<file path="src/rtl/day10_output_scheduler.sv">
// rtl/day10_output_scheduler.sv - round-robin arbiter sharing the day10 output writer among solver lanes
module day10_output_scheduler #(
    parameter int NUM_LANES         = 4,
    parameter int LANE_W            = $clog2(NUM_LANES),
    parameter int MAX_NUM_BUTTONS   = 13,
    parameter int MAX_NUM_BUTTONS_W = $clog2(MAX_NUM_BUTTONS + 1),
    parameter int PRESS_W           = 8,
    parameter int COUNT_W           = 16
) (
    input  logic                                   clk,
    input  logic                                   rst_n,
    input  logic                                   job_start,
    input  logic [COUNT_W-1:0]                     num_records,
    input  logic [NUM_LANES-1:0]                   lane_result_valid,
    input  logic [NUM_LANES*MAX_NUM_BUTTONS_W-1:0] lane_num_buttons,
    input  logic [NUM_LANES*PRESS_W-1:0]           lane_min_presses,
    input  logic [NUM_LANES*MAX_NUM_BUTTONS-1:0]   lane_buttons_to_press,
    output logic [NUM_LANES-1:0]                   lane_result_ack,
    output logic                                   wr_start,
    output logic                                   wr_last_write,
    input  logic                                   wr_ready,
    output logic [MAX_NUM_BUTTONS_W-1:0]           wr_num_buttons,
    output logic [PRESS_W-1:0]                     wr_min_presses,
    output logic [MAX_NUM_BUTTONS-1:0]             wr_buttons_to_press,
    output logic [LANE_W-1:0]                      grant_lane,
    output logic [COUNT_W-1:0]                     records_written,
    output logic                                   busy,
    output logic                                   done
);

    typedef enum logic [2:0] {
        IDLE  = 3'd0,
        ARB   = 3'd1,
        START = 3'd2,
        WAIT  = 3'd3,
        DONE  = 3'd4
    } state_t;

    state_t              state, state_next;
    logic [LANE_W-1:0]   rr_ptr;
    logic [COUNT_W-1:0]  job_total;
    logic                arb_found;
    logic [LANE_W-1:0]   arb_idx;
    logic [LANE_W-1:0]   cand_idx;
    logic [LANE_W-1:0]   ptr_next;

    // Search upward from the pointer so the last-granted lane has lowest priority.
    always_comb begin
        arb_found = 1'b0;
        arb_idx   = '0;
        cand_idx  = '0;
        for (int i = 0; i < NUM_LANES; i++) begin
            cand_idx = LANE_W'((int'(rr_ptr) + i) % NUM_LANES);
            if (!arb_found && lane_result_valid[cand_idx]) begin
                arb_found = 1'b1;
                arb_idx   = cand_idx;
            end
        end
    end

    assign ptr_next = (arb_idx == LANE_W'(NUM_LANES - 1)) ? '0 : arb_idx + LANE_W'(1);

    always_comb begin
        state_next      = state;
        wr_start        = 1'b0;
        done            = 1'b0;
        busy            = (state != IDLE);
        lane_result_ack = '0;
        case (state)
            IDLE: begin
                if (job_start) begin
                    state_next = (num_records == '0) ? DONE : ARB;
                end
            end
            ARB: begin
                if (arb_found) begin
                    state_next = START;
                end
            end
            START: begin
                wr_start   = 1'b1;
                state_next = WAIT;
            end
            WAIT: begin
                if (wr_ready) begin
                    lane_result_ack[grant_lane] = 1'b1;
                    state_next = wr_last_write ? DONE : ARB;
                end
            end
            DONE: begin
                done       = 1'b1;
                state_next = IDLE;
            end
            default: state_next = IDLE;
        endcase
    end

    // Writer-facing data is loaded only at the grant edge and held while the writer streams it.
    always_ff @(posedge clk) begin
        if (!rst_n) begin
            state               <= IDLE;
            rr_ptr              <= '0;
            job_total           <= '0;
            records_written     <= '0;
            grant_lane          <= '0;
            wr_last_write       <= 1'b0;
            wr_num_buttons      <= '0;
            wr_min_presses      <= '0;
            wr_buttons_to_press <= '0;
        end else begin
            state <= state_next;
            case (state)
                IDLE: begin
                    if (job_start) begin
                        job_total       <= num_records;
                        records_written <= '0;
                    end
                end
                ARB: begin
                    if (arb_found) begin
                        grant_lane          <= arb_idx;
                        rr_ptr              <= ptr_next;
                        wr_last_write       <= (records_written == job_total - COUNT_W'(1));
                        wr_num_buttons      <= lane_num_buttons[arb_idx*MAX_NUM_BUTTONS_W +: MAX_NUM_BUTTONS_W];
                        wr_min_presses      <= lane_min_presses[arb_idx*PRESS_W +: PRESS_W];
                        wr_buttons_to_press <= lane_buttons_to_press[arb_idx*MAX_NUM_BUTTONS +: MAX_NUM_BUTTONS];
                    end
                end
                WAIT: begin
                    if (wr_ready) begin
                        records_written <= records_written + COUNT_W'(1);
                    end
                end
                default: ;
            endcase
        end
    end

endmodule
</file>
<file path="config.mk">
export PLATFORM = sky130hd
export DESIGN_NAME = day10_output_scheduler
export DESIGN_NICKNAME = d
export VERILOG_FILES = /design/src/rtl/day10_output_scheduler.sv
export SDC_FILE = /design/constraint.sdc
export NUM_CORES = 1
export LEC_CHECK = 0
export CAP_MARGIN = 20
export CORE_MARGIN = 2
export CORE_UTILIZATION = 47
export CTS_BUF_LIST = sky130_fd_sc_hd__clkbuf_2 sky130_fd_sc_hd__clkbuf_4 sky130_fd_sc_hd__clkbuf_8
export CTS_CLUSTER_SIZE = 20
export DETAILED_ROUTE_END_ITERATION = 7
export GPL_ROUTABILITY_DRIVEN = 0
export PLACE_DENSITY = 0.92
export SLEW_MARGIN = 20
export SYNTH_ARGS = -nofsm -noshare
export SYNTH_HDL_FRONTEND = slang
export SYNTH_SLANG_ARGS = --single-unit
</file>
<file path="constraint.sdc">
create_clock -name clk -period 5.5 [get_ports clk]
set_clock_uncertainty 0.1 [all_clocks]
set_input_delay 1.375 -clock clk [delete_from_list [all_inputs] [get_ports clk]]
set_output_delay 1.375 -clock clk [all_outputs]
set_load 0.02 [all_outputs]
</file>
==> metrics, run 1 <==
I/O pin total 175; DRT Pass-1 Iters 5; die height 96.5 um; Worst Path Class, Setup primary input to output pin; count of flip-flops with a built-in enable after synthesis 0; vias 4223; Final Max Tran Viols 0; clock network power share 0.269; register area share after synthesis 0.323; maxcap violations 0; Cell variety after synth 52; cell mode on critical path clkdlybuf4s50_1; Slowest cell on crit path clkdlybuf4s50_1; DRC viols 0; Post-synth top flop dfxtp_1; unrepaired setup endpoints after global routing no; fill count 588; hpwl dp 9.38 mm; # hold bufs at CTS 0; CP max stage delay 0.63 ns; most common cell after layout, fill and taps aside clkdlybuf4s50_1; Vias/cell 5.65; Flop pwr share 0.365; CTS tree yes; Cell Area, Synth 0.00403 mm^2; Worst VDD drop 0.142 mV; clock tree buffer depth 2; Reg2Reg Depth 8; run status complete, no violations; P_leak 2.24 nW; Worst setup EP type output pin; CTS H-tree depth 3; PwrDens 254 mW/mm^2; Worst-Skew Late Latency 0.33 ns; post-route setup TNS 0 ns; core area 0.00826 mm^2; n_diodes 0; clk slew on worst S/H paths 0.07 ns; async set or reset register ratio after synthesis 0; hold depth 2; wire length per cell 16.2 um; syn nets 605; CP Max Fanout 7; total gr overflow 0; Fin. Hold Viols 0; global-route wire length before repair 18.7 mm; vias in the first global route 4069; Worst Path Arrival 3.08 ns; crit share post-route 0.828; post-synthesis cell count 479; Worst Tran Pin Value 0.988 ns; Avg Cell Area, Syn 8.40 um^2; starting density of the core 0.487; switching share of power 0.317; WP data required 4.03 ns; Max Freq 219 MHz; commonest non-fill, non-tap cells in the layout 173 x clkdlybuf4s50_1, 65 x dfxtp_1, 58 x nand2_1, 51 x mux2i_1, 38 x o21ai_0; Die Wd 96.5 um; routed wire length 12.1 mm; CTS root buffer clkbuf_8; ANT nets after route 0; Internal Power 1.04 mW; setup bufs post-CTS 0; Synth Register Bits 65; hold crit path type register to register; Gate power share 0.367; P_sw 0.483 mW; Port Buffer Count 174; post-CTS sizing 0; Tmin final 4.56 ns; final setup vio count 0; Setup crit start kind primary input; initial antenna violation count 0; layout cell share with drive strength beyond 1 0.0810; TritonCTS Buffers 9; total die area 0.00932 mm^2; drt initial violations 155; Final Util 0.725; largest net degree at the start of global routing 54; GRT Util Overall 0.258; Area Growth Syn to Fin 48.7%; Slew headroom 0.340; num rows 33; Pwr Total 1.52 mW; fin nets 764; Critical Path, Cell by Cell clkdlybuf4s50_1 > and4b_1 > nand2_1 > nor2_1 > clkdlybuf4s50_1; CTS Sinks 65; Yosys Warn Count 0
==> stage by stage <==
stage	cell area (um^2)	worst slack [ns]	instances	hold WS, ns
floorplan	4030	1.93	479	0.356
global placement	5790	1.07	732	0.354
detailed placement	5790	0.979	732	0.366
CTS	5990	0.983	747	0.377
global route	5990	0.891	747	0.395
finish	5990	0.943	747	0.376
==> worst paths after layout <==
check / start / end / slack, ns
max: wr_ready / lane_result_ack[2] / 0.94
min: wr_min_presses[0] / wr_min_presses[0] / 0.38
max reg2reg: job_total[0] / wr_last_write / 2.81
min reg2reg: wr_min_presses[0] / wr_min_presses[0] / 0.38
==> critical path: cells and delay by family <==
kind          cells  cell delay, ns
buf+inv           2            1.13
simple gates      3            0.56
==> power by group through the flow <==
stage	clock [mW]	combinational (mW)	sequential, mW
2_1_floorplan	0	0.319	0.579
3_3_place_gp	0	0.533	0.560
3_5_place_dp	0	0.552	0.563
4_1_cts	0.415	0.555	0.553
5_1_grt	0.436	0.600	0.560
6_report	0.409	0.558	0.554
==> cells in the mapped netlist, drive strengths merged (2+ instances only) <==
cell | instances | area [um^2]
o211ai | 3 | 22.5
nor2b | 4 | 25.0
nor4 | 7 | 43.8
nor4b | 2 | 32.5
nand3 | 33 | 165
nor3 | 11 | 55.1
xnor2 | 16 | 140
dfxtp | 65 | 1300
xor2 | 17 | 149
mux2i | 51 | 510
ha | 2 | 25.0
a21oi | 12 | 60.1
inv | 10 | 37.5
nand4 | 7 | 43.8
and3 | 4 | 25.0
nand2 | 58 | 218
or4 | 3 | 26.3
o21ai | 38 | 190
or3 | 4 | 25.0
nor2 | 28 | 105
a2111oi | 2 | 23.8
o22ai | 2 | 12.5
a31oi | 3 | 18.8
nor3b | 2 | 15.0
o211a | 2 | 20.0
clkbuf | 22 | 103
o2111ai | 2 | 17.5
mux2 | 25 | 282
and2 | 3 | 20.0
buf | 8 | 48.8
a21boi | 19 | 143
==> metal layers <==
layer  track usage  part of all wire  routed length, um  vias up
met5             0                 0                  0        -
met4         0.115             0.036                439        0
met3        0.0675             0.070                842       36
met2         0.464              0.51               6180      196
met1         0.284              0.38               4600     1962
li1              -                 -                  -     2029
==> flip-flops by register name, summed over array words and instances (netlist names), 2 cells and up, named ones only <==
register,cells
grant_lane,2
wr_min_presses,8
wr_buttons_to_press,13
state,3
job_total,16
wr_num_buttons,4
records_written,16
==> cell families (layout without fill, tap and decap cells) <==
| group | after synthesis | count (layout) | synth area share |
|---|---|---|---|
| compound gates | 92 | 92 | 0.145 |
| mux | 76 | 76 | 0.197 |
| simple gates | 170 | 170 | 0.207 |
| xor+xnor | 33 | 33 | 0.0718 |
| fa+ha+maj | 3 | 3 | 0.00870 |
| buf+inv | 40 | 203 | 0.0469 |
| flops | 65 | 65 | 0.323 |
==> cell type report <==
class                      instances  area (um^2)  share of cell area
timing repair buffer             178         1770               0.295
tap                              105          131              0.0219
clock inverter                     3         40.0             0.00669
sequential                        65         1300               0.217
inverter                          10         37.5             0.00627
multi-input combinational        374         2550               0.426
clock buffer                      12          159              0.0265
No activity file was read; power rests on OpenSTA's default activity.
==> inputs of run 2 (changes only) <==
--- a/config.mk
+++ b/config.mk
@@ -7,12 +7,12 @@
 export LEC_CHECK = 0
 export CAP_MARGIN = 20
 export CORE_MARGIN = 2
-export CORE_UTILIZATION = 47
+export CORE_UTILIZATION = 40
 export CTS_BUF_LIST = sky130_fd_sc_hd__clkbuf_2 sky130_fd_sc_hd__clkbuf_4 sky130_fd_sc_hd__clkbuf_8
 export CTS_CLUSTER_SIZE = 20
 export DETAILED_ROUTE_END_ITERATION = 7
 export GPL_ROUTABILITY_DRIVEN = 0
-export PLACE_DENSITY = 0.92
+export PLACE_DENSITY = 0.84
 export SLEW_MARGIN = 20
 export SYNTH_ARGS = -nofsm -noshare
 export SYNTH_HDL_FRONTEND = slang
==> constraint.sdc (replaced) <==
create_clock -name clk -period 3.66 [get_ports clk]
set_clock_uncertainty 0.1 [all_clocks]
set_input_delay 0.915 -clock clk [delete_from_list [all_inputs] [get_ports clk]]
set_output_delay 0.915 -clock clk [all_outputs]
set_load 0.02 [all_outputs]
==> run 2 against run 1 <==
Compared with the run above:
- critical path depth stayed put
- sequential cell count is the same
- routed wire length shrank 1.3%
- first-iteration DRC count grew 21%
- core utilization shrank 10 points
- sequential power up 50%
- global-route usage shrank 4.4 points
- final area is 1.5% higher
- clock-buffer cell count down 1
- setup slack lost 0.78 ns
- power up 51%
- combinational power grew 51%
- largest cell class unchanged
==> metrics, run 2 (synthesis gave the netlist of run 1 again) <==
Setup crit start kind primary input; maxcap violations 0 (unchanged); M2 GR Usage 0.411 (-0.0522); vias in the first global route 4014 (-1.4%); PwrDens 378 mW/mm^2 (+49%); final setup vio count 0 (unchanged); Reg2Reg Capture Point wr_last_write; Worst-Skew Late Latency 0.34 ns (about the same); hold crit path type register to register; Worst Tran Pin Value 0.937 ns (-0.0512 ns); P_leak 2.27 nW (+1.1%); Pwr Total 2.30 mW (+51%); wire length per cell 15.2 um (-5.8%); total die area 0.0109 mm^2 (+17%); post-route setup TNS 0 ns (unchanged); met1 GRT Util 0.233 (-0.0513); largest net degree at the start of global routing 40 (-26%); hpwl dp 9.43 mm (+0.59%); starting density of the core 0.412 (-0.0756); Die Wd 104 um (+8.1%); routed wire length 11.9 mm (-1.3%); setup bufs post-CTS 0 (unchanged); Cell Count, Final, Fillers Out 783 (+4.8%); CTS Sinks 65 (unchanged); DRT Pass-1 Iters 6 (+1); unrepaired setup endpoints after global routing no; Worst setup EP type output pin; most common cell after layout, fill and taps aside clkdlybuf4s50_1; r2r setup slk 1.06 ns (-1.75 ns); global-route wire length before repair 19.1 mm (+1.9%); Worst Hold Endpoint wr_buttons_to_press[0]; n_diodes 0 (unchanged); Fin. Hold Viols 0 (unchanged); GR Util met3 0.0426 (-0.0249); commonest non-fill, non-tap cells in the layout 173 x clkdlybuf4s50_1, 65 x dfxtp_1, 58 x nand2_1, 51 x mux2i_1, 38 x o21ai_0; drt initial violations 187 (+21%); CTS root buffer clkbuf_8; Tmin final 3.50 ns; Port Buffer Count 174 (unchanged); hold depth 2 (unchanged); post-CTS sizing 0 (unchanged); DRC viols 0 (unchanged); WP data required 2.64 ns (-1.39 ns); gr busiest metal met2; CTS tree yes; CTS H-tree depth 3 (unchanged); clk slew on worst S/H paths 0.06 ns (about the same); Worst Path Arrival 2.49 ns (-0.59 ns); initial antenna violation count 0 (unchanged); worst reg2reg startpoint job_total[4]; fill count 813 (+38%); Max Freq 286 MHz; layout cell share with drive strength beyond 1 0.0923 (+0.0113); Reg2Reg Depth 6 (-2); total gr overflow 0 (unchanged); clock tree buffer depth 2 (unchanged); run status complete, no violations; # hold bufs at CTS 0 (unchanged); Final Max Tran Viols 0 (unchanged); Worst VDD drop 0.205 mV (+44%); die height 104 um (+8.1%); num rows 36 (+9.1%); CP Max Fanout 4 (-3); TritonCTS Buffers 9 (unchanged); I/O pin total 175 (unchanged); crit share post-route 0.957; Worst Path Class, Setup primary input to output pin; fin nets 771 (+0.92%); GRT Util Overall 0.213 (-0.0443); Hold Path Origin wr_buttons_to_press[0]; placed cell count 767 (+4.8%); Slew headroom 0.374 (+0.0342); core area 0.00977 mm^2 (+18%); largest registers job_total x16, records_written x16, wr_buttons_to_press x13; vias 4158 (-1.5%); Area Growth Syn to Fin 51.0%; Vias/cell 5.31 (-6.1%); ANT nets after route 0 (unchanged)
-- run 2: how the worst max path moves through the flow --
| stage | from | end | slack, ns | cells past startpoint |
|---|---|---|---|---|
| 6_report | wr_ready | lane_result_ack[1] | 0.16 | 5 |
| 5_1_grt | wr_ready | lane_result_ack[2] | 0.1 | 5 |
| 4_1_cts | wr_ready | lane_result_ack[1] | 0.16 | 5 |
| 3_5_place_dp | wr_ready | lane_result_ack[1] | 0.16 | 5 |
| 3_3_place_gp | wr_ready | lane_result_ack[3] | 0.24 | 4 |
| 2_1_floorplan | wr_ready | lane_result_ack[2] | 1.01 | 4 |
-- run 2: report_power, final --
group | internal (mW) | switching [mW]
logic | 0.447 | 0.396
registers | 0.769 | 0.0639
clock network | 0.339 | 0.285
total | 1.55 | 0.744
-- run 2: layer usage --
layer | wire (um) | part of all wire | up-vias
li1 | - | - | 2047
met5 | 0 | 0 | -
met2 | 6530 | 0.55 | 178
met3 | 743 | 0.062 | 16
met1 | 4480 | 0.38 | 1917
met4 | 164 | 0.014 | 0
-- run 2: worst max-delay path, cell delays in order --
cell	delay [ns]
clkdlybuf4s50_1	0.51
and4b_1	0.28
nand2_1	0.08
nor2_1	0.09
clkdlybuf4s50_1	0.61
-- run 2: through the flow --
step | hold slack, ns | setup slack, ns | area (um^2) | util
detailed placement | 0.361 | 0.163 | 5880 | 0.601
finish | 0.369 | 0.158 | 6080 | 0.622
CTS | 0.372 | 0.161 | 6080 | 0.622
global placement | 0.356 | 0.242 | 5880 | 0.601
global route | 0.396 | 0.0975 | 6080 | 0.622
floorplan | 0.356 | 1.01 | 4030 | -
-- run 2: layout make-up --
cell class / count / area [um^2] / share of cell area
Inverter: 10 / 37.5 / 0.00618
Clock buffer: 11 / 145 / 0.0239
Multi-Input combinational cell: 374 / 2540 / 0.418
Tap cell: 133 / 166 / 0.0274
Clock inverter: 5 / 55.1 / 0.00906
Timing Repair Buffer: 185 / 1830 / 0.301
Sequential cell: 65 / 1300 / 0.214
